**config.mk**
```make
export PLATFORM = sky130hd
export DESIGN_NAME = shad_priority_decoder
export DESIGN_NICKNAME = d
export VERILOG_FILES = /design/src/rtl/shad_priority_decoder.sv
export SDC_FILE = /design/constraint.sdc
export NUM_CORES = 1
export LEC_CHECK = 0
export CORE_ASPECT_RATIO = 0.6
export CORE_MARGIN = 2
export CORE_UTILIZATION = 34
export CTS_BUF_LIST = sky130_fd_sc_hd__clkbuf_8
export CTS_CLUSTER_SIZE = 25
export DETAILED_ROUTE_END_ITERATION = 10
export GPL_TIMING_DRIVEN = 0
export PLACE_DENSITY_LB_ADDON = 0.15
export SLEW_MARGIN = 25
export SYNTH_ARGS = -nofsm -noshare
export SYNTH_HDL_FRONTEND = slang
export SYNTH_SLANG_ARGS = --single-unit
```
**constraint.sdc**
```tcl
create_clock -name clk -period 3.85 [get_ports clk]
set_input_delay 0.5775 -clock clk [delete_from_list [all_inputs] [get_ports clk]]
set_output_delay 0.5775 -clock clk [all_outputs]
set_load 0.03 [all_outputs]
```
**src/rtl/shad_priority_decoder.sv**
```systemverilog
// Purpose : expands an 8-bit priority code (0-15, or 0xF0 = none) into a 16-bit
//           one-hot/thermometer word, streamed out as two bytes, low byte first.
// Latency : code accepted on edge N -> low byte valid N+1, high byte N+2, ready N+3.
// Backpr. : byte_ready low stalls the current beat indefinitely; code_ready is low
//           whenever a word is in flight, so codes are held off upstream.
//
// Ports:
//   clk, rst             clock; synchronous active-high reset
//   code_in/code_valid/code_ready   code handshake (ready = idle and not in reset)
//   thermo               mode sampled with the code: 0 one-hot, 1 thermometer
//   byte_out/byte_valid/byte_ready/byte_last   two-beat output stream
//   err_cnt, err_clr     saturating count of rejected codes, and its clear
module shad_priority_decoder (
  input  logic       clk,
  input  logic       rst,
  input  logic [7:0] code_in,
  input  logic       code_valid,
  output logic       code_ready,
  input  logic       thermo,
  output logic [7:0] byte_out,
  output logic       byte_valid,
  input  logic       byte_ready,
  output logic       byte_last,
  output logic [7:0] err_cnt,
  input  logic       err_clr
);

  typedef enum logic [1:0] {
    IDLE    = 2'd0,
    SEND_LO = 2'd1,
    SEND_HI = 2'd2
  } state_t;

  state_t      state;
  state_t      state_nxt;
  logic [15:0] word;
  logic [15:0] word_nxt;
  logic        accept;
  logic        legal;
  logic        is_none;
  logic [3:0]  pos;
  logic [7:0]  err_base;

  assign code_ready = (state == IDLE) && !rst;
  assign accept     = code_valid && code_ready;
  assign pos        = code_in[3:0];
  assign is_none    = (code_in == 8'hF0);
  assign legal      = (code_in[7:4] == 4'h0) || is_none;

  // Thermometer: shifting all-ones right by (15-n) leaves bits n..0 set.
  always_comb begin
    word_nxt = 16'h0000;
    if (!is_none) begin
      if (thermo) begin
        word_nxt = 16'hFFFF >> (4'd15 - pos);
      end else begin
        word_nxt = 16'h0001 << pos;
      end
    end
  end

  // State register
  always_ff @(posedge clk) begin
    if (rst) begin
      state <= IDLE;
    end else begin
      state <= state_nxt;
    end
  end

  // The word only changes on a legal accept, so a stalled beat stays stable.
  always_ff @(posedge clk) begin
    if (rst) begin
      word <= 16'h0000;
    end else if (accept && legal) begin
      word <= word_nxt;
    end
  end

  // Next-state logic; a rejected code leaves the FSM in IDLE.
  always_comb begin
    state_nxt = state;
    case (state)
      IDLE:    if (accept && legal) state_nxt = SEND_LO;
      SEND_LO: if (byte_ready)      state_nxt = SEND_HI;
      SEND_HI: if (byte_ready)      state_nxt = IDLE;
      default:                      state_nxt = IDLE;
    endcase
  end

  // Outputs decode registered state/word only, so nothing from code_in leaks through.
  always_comb begin
    byte_valid = 1'b0;
    byte_out   = 8'h00;
    byte_last  = 1'b0;
    case (state)
      SEND_LO: begin
        byte_valid = 1'b1;
        byte_out   = word[7:0];
      end
      SEND_HI: begin
        byte_valid = 1'b1;
        byte_out   = word[15:8];
        byte_last  = 1'b1;
      end
      default: begin
        byte_valid = 1'b0;
      end
    endcase
  end

  // Clear takes effect first, then a same-cycle reject increments from zero.
  always_comb begin
    err_base = err_clr ? 8'h00 : err_cnt;
  end

  always_ff @(posedge clk) begin
    if (rst) begin
      err_cnt <= 8'h00;
    end else if (accept && !legal && (err_base != 8'hFF)) begin
      err_cnt <= err_base + 8'h01;
    end else begin
      err_cnt <= err_base;
    end
  end

endmodule

```
==> impl_metrics.json, run 1 <==
{
  "path_clk_slew_ns": 0.10,
  "routed_wl_microns": 4820,
  "endpoint": "byte_out[5]",
  "synthToLayoutAreaGrowth_pct": 28.6,
  "async_flop_share": 0,
  "crit_family": "buffers and inverters",
  "fin_crit_sh": 0.732,
  "finalNonFillerCells": 300,
  "crit_path_max_fanout": 9,
  "ys_warn_count": 0,
  "grt_pass1_vias": 1470,
  "ctsHoldBuffers": 0,
  "crit_path_start": "state[0]",
  "multi_input_area_sq_um": 1000,
  "firstDrtPassIters": 4,
  "hold_viol": 0,
  "worst_path_largest_cell_delay_ns": 0.68,
  "relSlewSlack": 0.535,
  "synthesis.nets": 222,
  "htreeDepth": 1,
  "synth_edf_count": 0,
  "critPathSlowestCell": "clkdlybuf4s50_1",
  "period_minus_slack_ns": 2.82,
  "timing.rr.end": "err_cnt[4]",
  "cap_violations": 0,
  "detail-route-antenna-nets": 0,
  "synthFlopType": "dfxtp_1",
  "fin_worst_hold_slack_ns": 0.487,
  "rr_worst_depth": 6,
  "gp_congestion": 0.786,
  "rsz0062_at_grt": "false",
  "synth_cells": 202,
  "finalSetupTns_ns": 0,
  "status": "finished, final reports clean",
  "dpl.cell_count": 296,
  "start_util": 0.353,
  "antenna_cells": 0,
  "critical_path_class": "flip-flop to output port",
  "ir_drop_v": 0.000136,
  "yosysSeqAreaShare": 0.323,
  "grt_overflow": 0,
  "io_buffers": 31,
  "final_layout_size_suffix_gt1_frac": 0.0422,
  "seq_area_sq_um": 520,
  "track_usage": 0.190,
  "syn_area_sq_um": 1610,
  "pin_count": 33,
  "coreArea_sq_um": 4560,
  "drt_first_iter_violations": 85,
  "fmax_mhz": 355,
  "grt_max_degree": 16,
  "final_common_cell": "clkdlybuf4s50_1",
  "die-area_sq_um": 5320,
  "drv_slew": 0,
  "cp_num_cells": 6,
  "critPathArrivalTime_ns": 2.24,
  "r2r_setup_slack_ns": 1.70,
  "hold_class": "flip-flop to flip-flop",
  "wire_per_inst_microns": 16.1,
  "most-common-layout-cells": "clkdlybuf4s50_1 (31), dfxtp_1 (26), o21ai_0 (22), a21oi_1 (22), clkbuf_1 (14)",
  "cts-root-buf": "clkbuf_8",
  "cp-end-kind": "output port",
  "ys_ff_latch": 26,
  "cts_tree": "built",
  "synth.avg_cell_area_sq_um": 7.98,
  "clock_latency_ns": 0.28,
  "cts.path.max_buffers": 2,
  "final-setup-viol-count": 0,
  "cts-resized-gates": 0,
  "startpoint_type": "flip-flop",
  "antenna_found_initial": 0,
  "path_cells": "inv_1 > ha_1 > clkbuf_1 > a22oi_1 > nor2b_1 > clkdlybuf4s50_1",
  "viasPerCell": 5.61,
  "cts.sinks": 26,
  "finalClockSkew_ns": 0.00954,
  "drc_errors": 0,
  "p_leak_nw": 0.657,
  "final_nets": 258,
  "crit_buf_inv": 3,
  "die_w_microns": 92.9,
  "nFillCells": 484,
  "required_ns": 3.27,
  "dpl.hpwl_microns": 3600,
  "rr_startpoint": "state[1]",
  "cts_made_buffers": 3,
  "cts_setup_buffers": 0,
  "grt_pass1_wl_microns": 7820,
  "core.rowCount": 19,
  "worst_pin_slew_ns": 0.690,
  "fp.dieH_microns": 57.3,
  "vias": 1682,
  "yosysUniqueCellTypes": 45,
  "p_per_area_nw_per_um2": 282
}
==> Yosys cell counts (2+ instances only) <==
cell | count | area [sq um]
or3_1 | 5 | 31.3
o211ai_1 | 2 | 15.0
nor2_1 | 6 | 22.5
inv_1 | 5 | 18.8
and3_1 | 3 | 18.8
a311oi_1 | 2 | 17.5
dfxtp_1 | 26 | 521
o21ai_0 | 22 | 110
o21a_1 | 2 | 15.0
nand2_1 | 8 | 30.0
nand2b_1 | 3 | 18.8
o31ai_1 | 3 | 22.5
a211oi_1 | 3 | 22.5
a22oi_1 | 8 | 60.1
o211a_1 | 2 | 20.0
o2111ai_1 | 3 | 26.3
nor3_1 | 5 | 25.0
a21boi_0 | 2 | 15.0
a21oi_1 | 22 | 110
ha_1 | 6 | 75.1
nand4_1 | 4 | 25.0
buf_2 | 2 | 10.0
nor2b_1 | 12 | 75.1
clkbuf_1 | 14 | 52.6
nand3_1 | 6 | 30.0
or4_1 | 7 | 52.6
==> routing by layer <==
layer / track usage / wire (microns) / up-vias
met1: 0.339 / 2820 / 793
li1: - / - / 841
met5: 0 / 0 / -
met3: 0.0396 / 286 / 4
met2: 0.217 / 1690 / 44
met4: 0.0315 / 27 / 0
==> flip-flops by register name (all words and copies together), names as in the netlist <==
register	cells
err_cnt	8
state	2
word	16
==> per-stage QoR <==
| stage | total power [mW] | utilization | setup slack [ns] | instance area [sq um] |
|---|---|---|---|---|
| 4_1_cts | 0.588 | 0.454 | 1.02 | 2070 |
| 5_1_grt | 0.610 | 0.454 | 0.841 | 2070 |
| 2_1_floorplan | 0.324 | - | 1.65 | 1610 |
| 3_3_place_gp | 0.357 | 0.438 | 0.890 | 2000 |
| 6_report | 0.584 | 0.454 | 1.03 | 2070 |
| 3_5_place_dp | 0.357 | 0.438 | 0.911 | 2000 |
==> kinds of logic (layout without fill, tap and decap cells) <==
family	after synthesis	after routing	synth area share
buffers and inverters	22	57	0.0551
AOI/OAI and AO/OA	82	82	0.332
and+or+nand+nor	64	64	0.231
muxes	2	2	0.0132
DFF	26	26	0.323
adders and majority gates	6	6	0.0466
==> final cells by class <==
cell class	instances	area share
buffer	17	0.0338
clock buffer	3	0.0199
clock inverter	1	0.0145
inverter	5	0.00906
multi-input combinational	154	0.484
sequential	26	0.251
tap	63	0.0380
timing repair buffer	31	0.150
==> worst reg2reg max path, stage by stage, from the launching register on <==
cell	delay, ns
dfxtp_1	0.34
inv_1	0.13
ha_1	0.34
and3b_1	0.26
o21ai_0	0.27
or4_1	0.53
a21boi_0	0.18
==> how the worst min path moves through the flow <==
stage / startpoint / endpoint / slack, ns / cells past startpoint
floorplan: word[4] / word[4] / 0.45 / 2
global placement: word[13] / word[13] / 0.46 / 2
detailed placement: word[14] / word[14] / 0.47 / 2
CTS: word[14] / word[14] / 0.49 / 2
global route: word[12] / word[12] / 0.52 / 2
finish: word[11] / word[11] / 0.49 / 2
==> report_power, final <==
group / switching [mW] / internal [mW]
Clock: 0.0923 / 0.139
Sequential: 0.00149 / 0.271
Combinational: 0.0485 / 0.0312
Total: 0.142 / 0.441
Note: power is estimated with default switching activity, not from simulation.
==> run 2, diff against run 1 <==
==> constraint.sdc (replaced) <==
create_clock -name clk -period 2.9 [get_ports clk]
set_input_delay 0.435 -clock clk [delete_from_list [all_inputs] [get_ports clk]]
set_output_delay 0.435 -clock clk [all_outputs]
set_load 0.03 [all_outputs]
==> results of run 2 <==
Same layout as run 1 (identical final DEF). Status: finished, final reports clean.
Main changes from that run: setup slack after placement 0.911 ns -> 0.104 ns; setup slack after layout 1.03 ns -> 0.225 ns; register-to-register setup slack 1.70 ns -> 0.75 ns; total power 0.584 mW -> 0.775 mW; worst IR drop on VDD 0.000136 V -> 0.000181 V
==> run 3, diff against run 2 <==
--- a/config.mk
+++ b/config.mk
@@ -17,3 +17,4 @@
 export SYNTH_ARGS = -nofsm -noshare
 export SYNTH_HDL_FRONTEND = slang
 export SYNTH_SLANG_ARGS = --single-unit
+export TNS_END_PERCENT = 50
==> results of run 3 <==
Same layout as run 1 (identical final DEF). Status: finished, final reports clean.
Main changes from that run: setup slack after placement 0.911 ns -> 0.104 ns; setup slack after layout 1.03 ns -> 0.225 ns; register-to-register setup slack 1.70 ns -> 0.75 ns; total power 0.584 mW -> 0.775 mW; worst IR drop on VDD 0.000136 V -> 0.000181 V
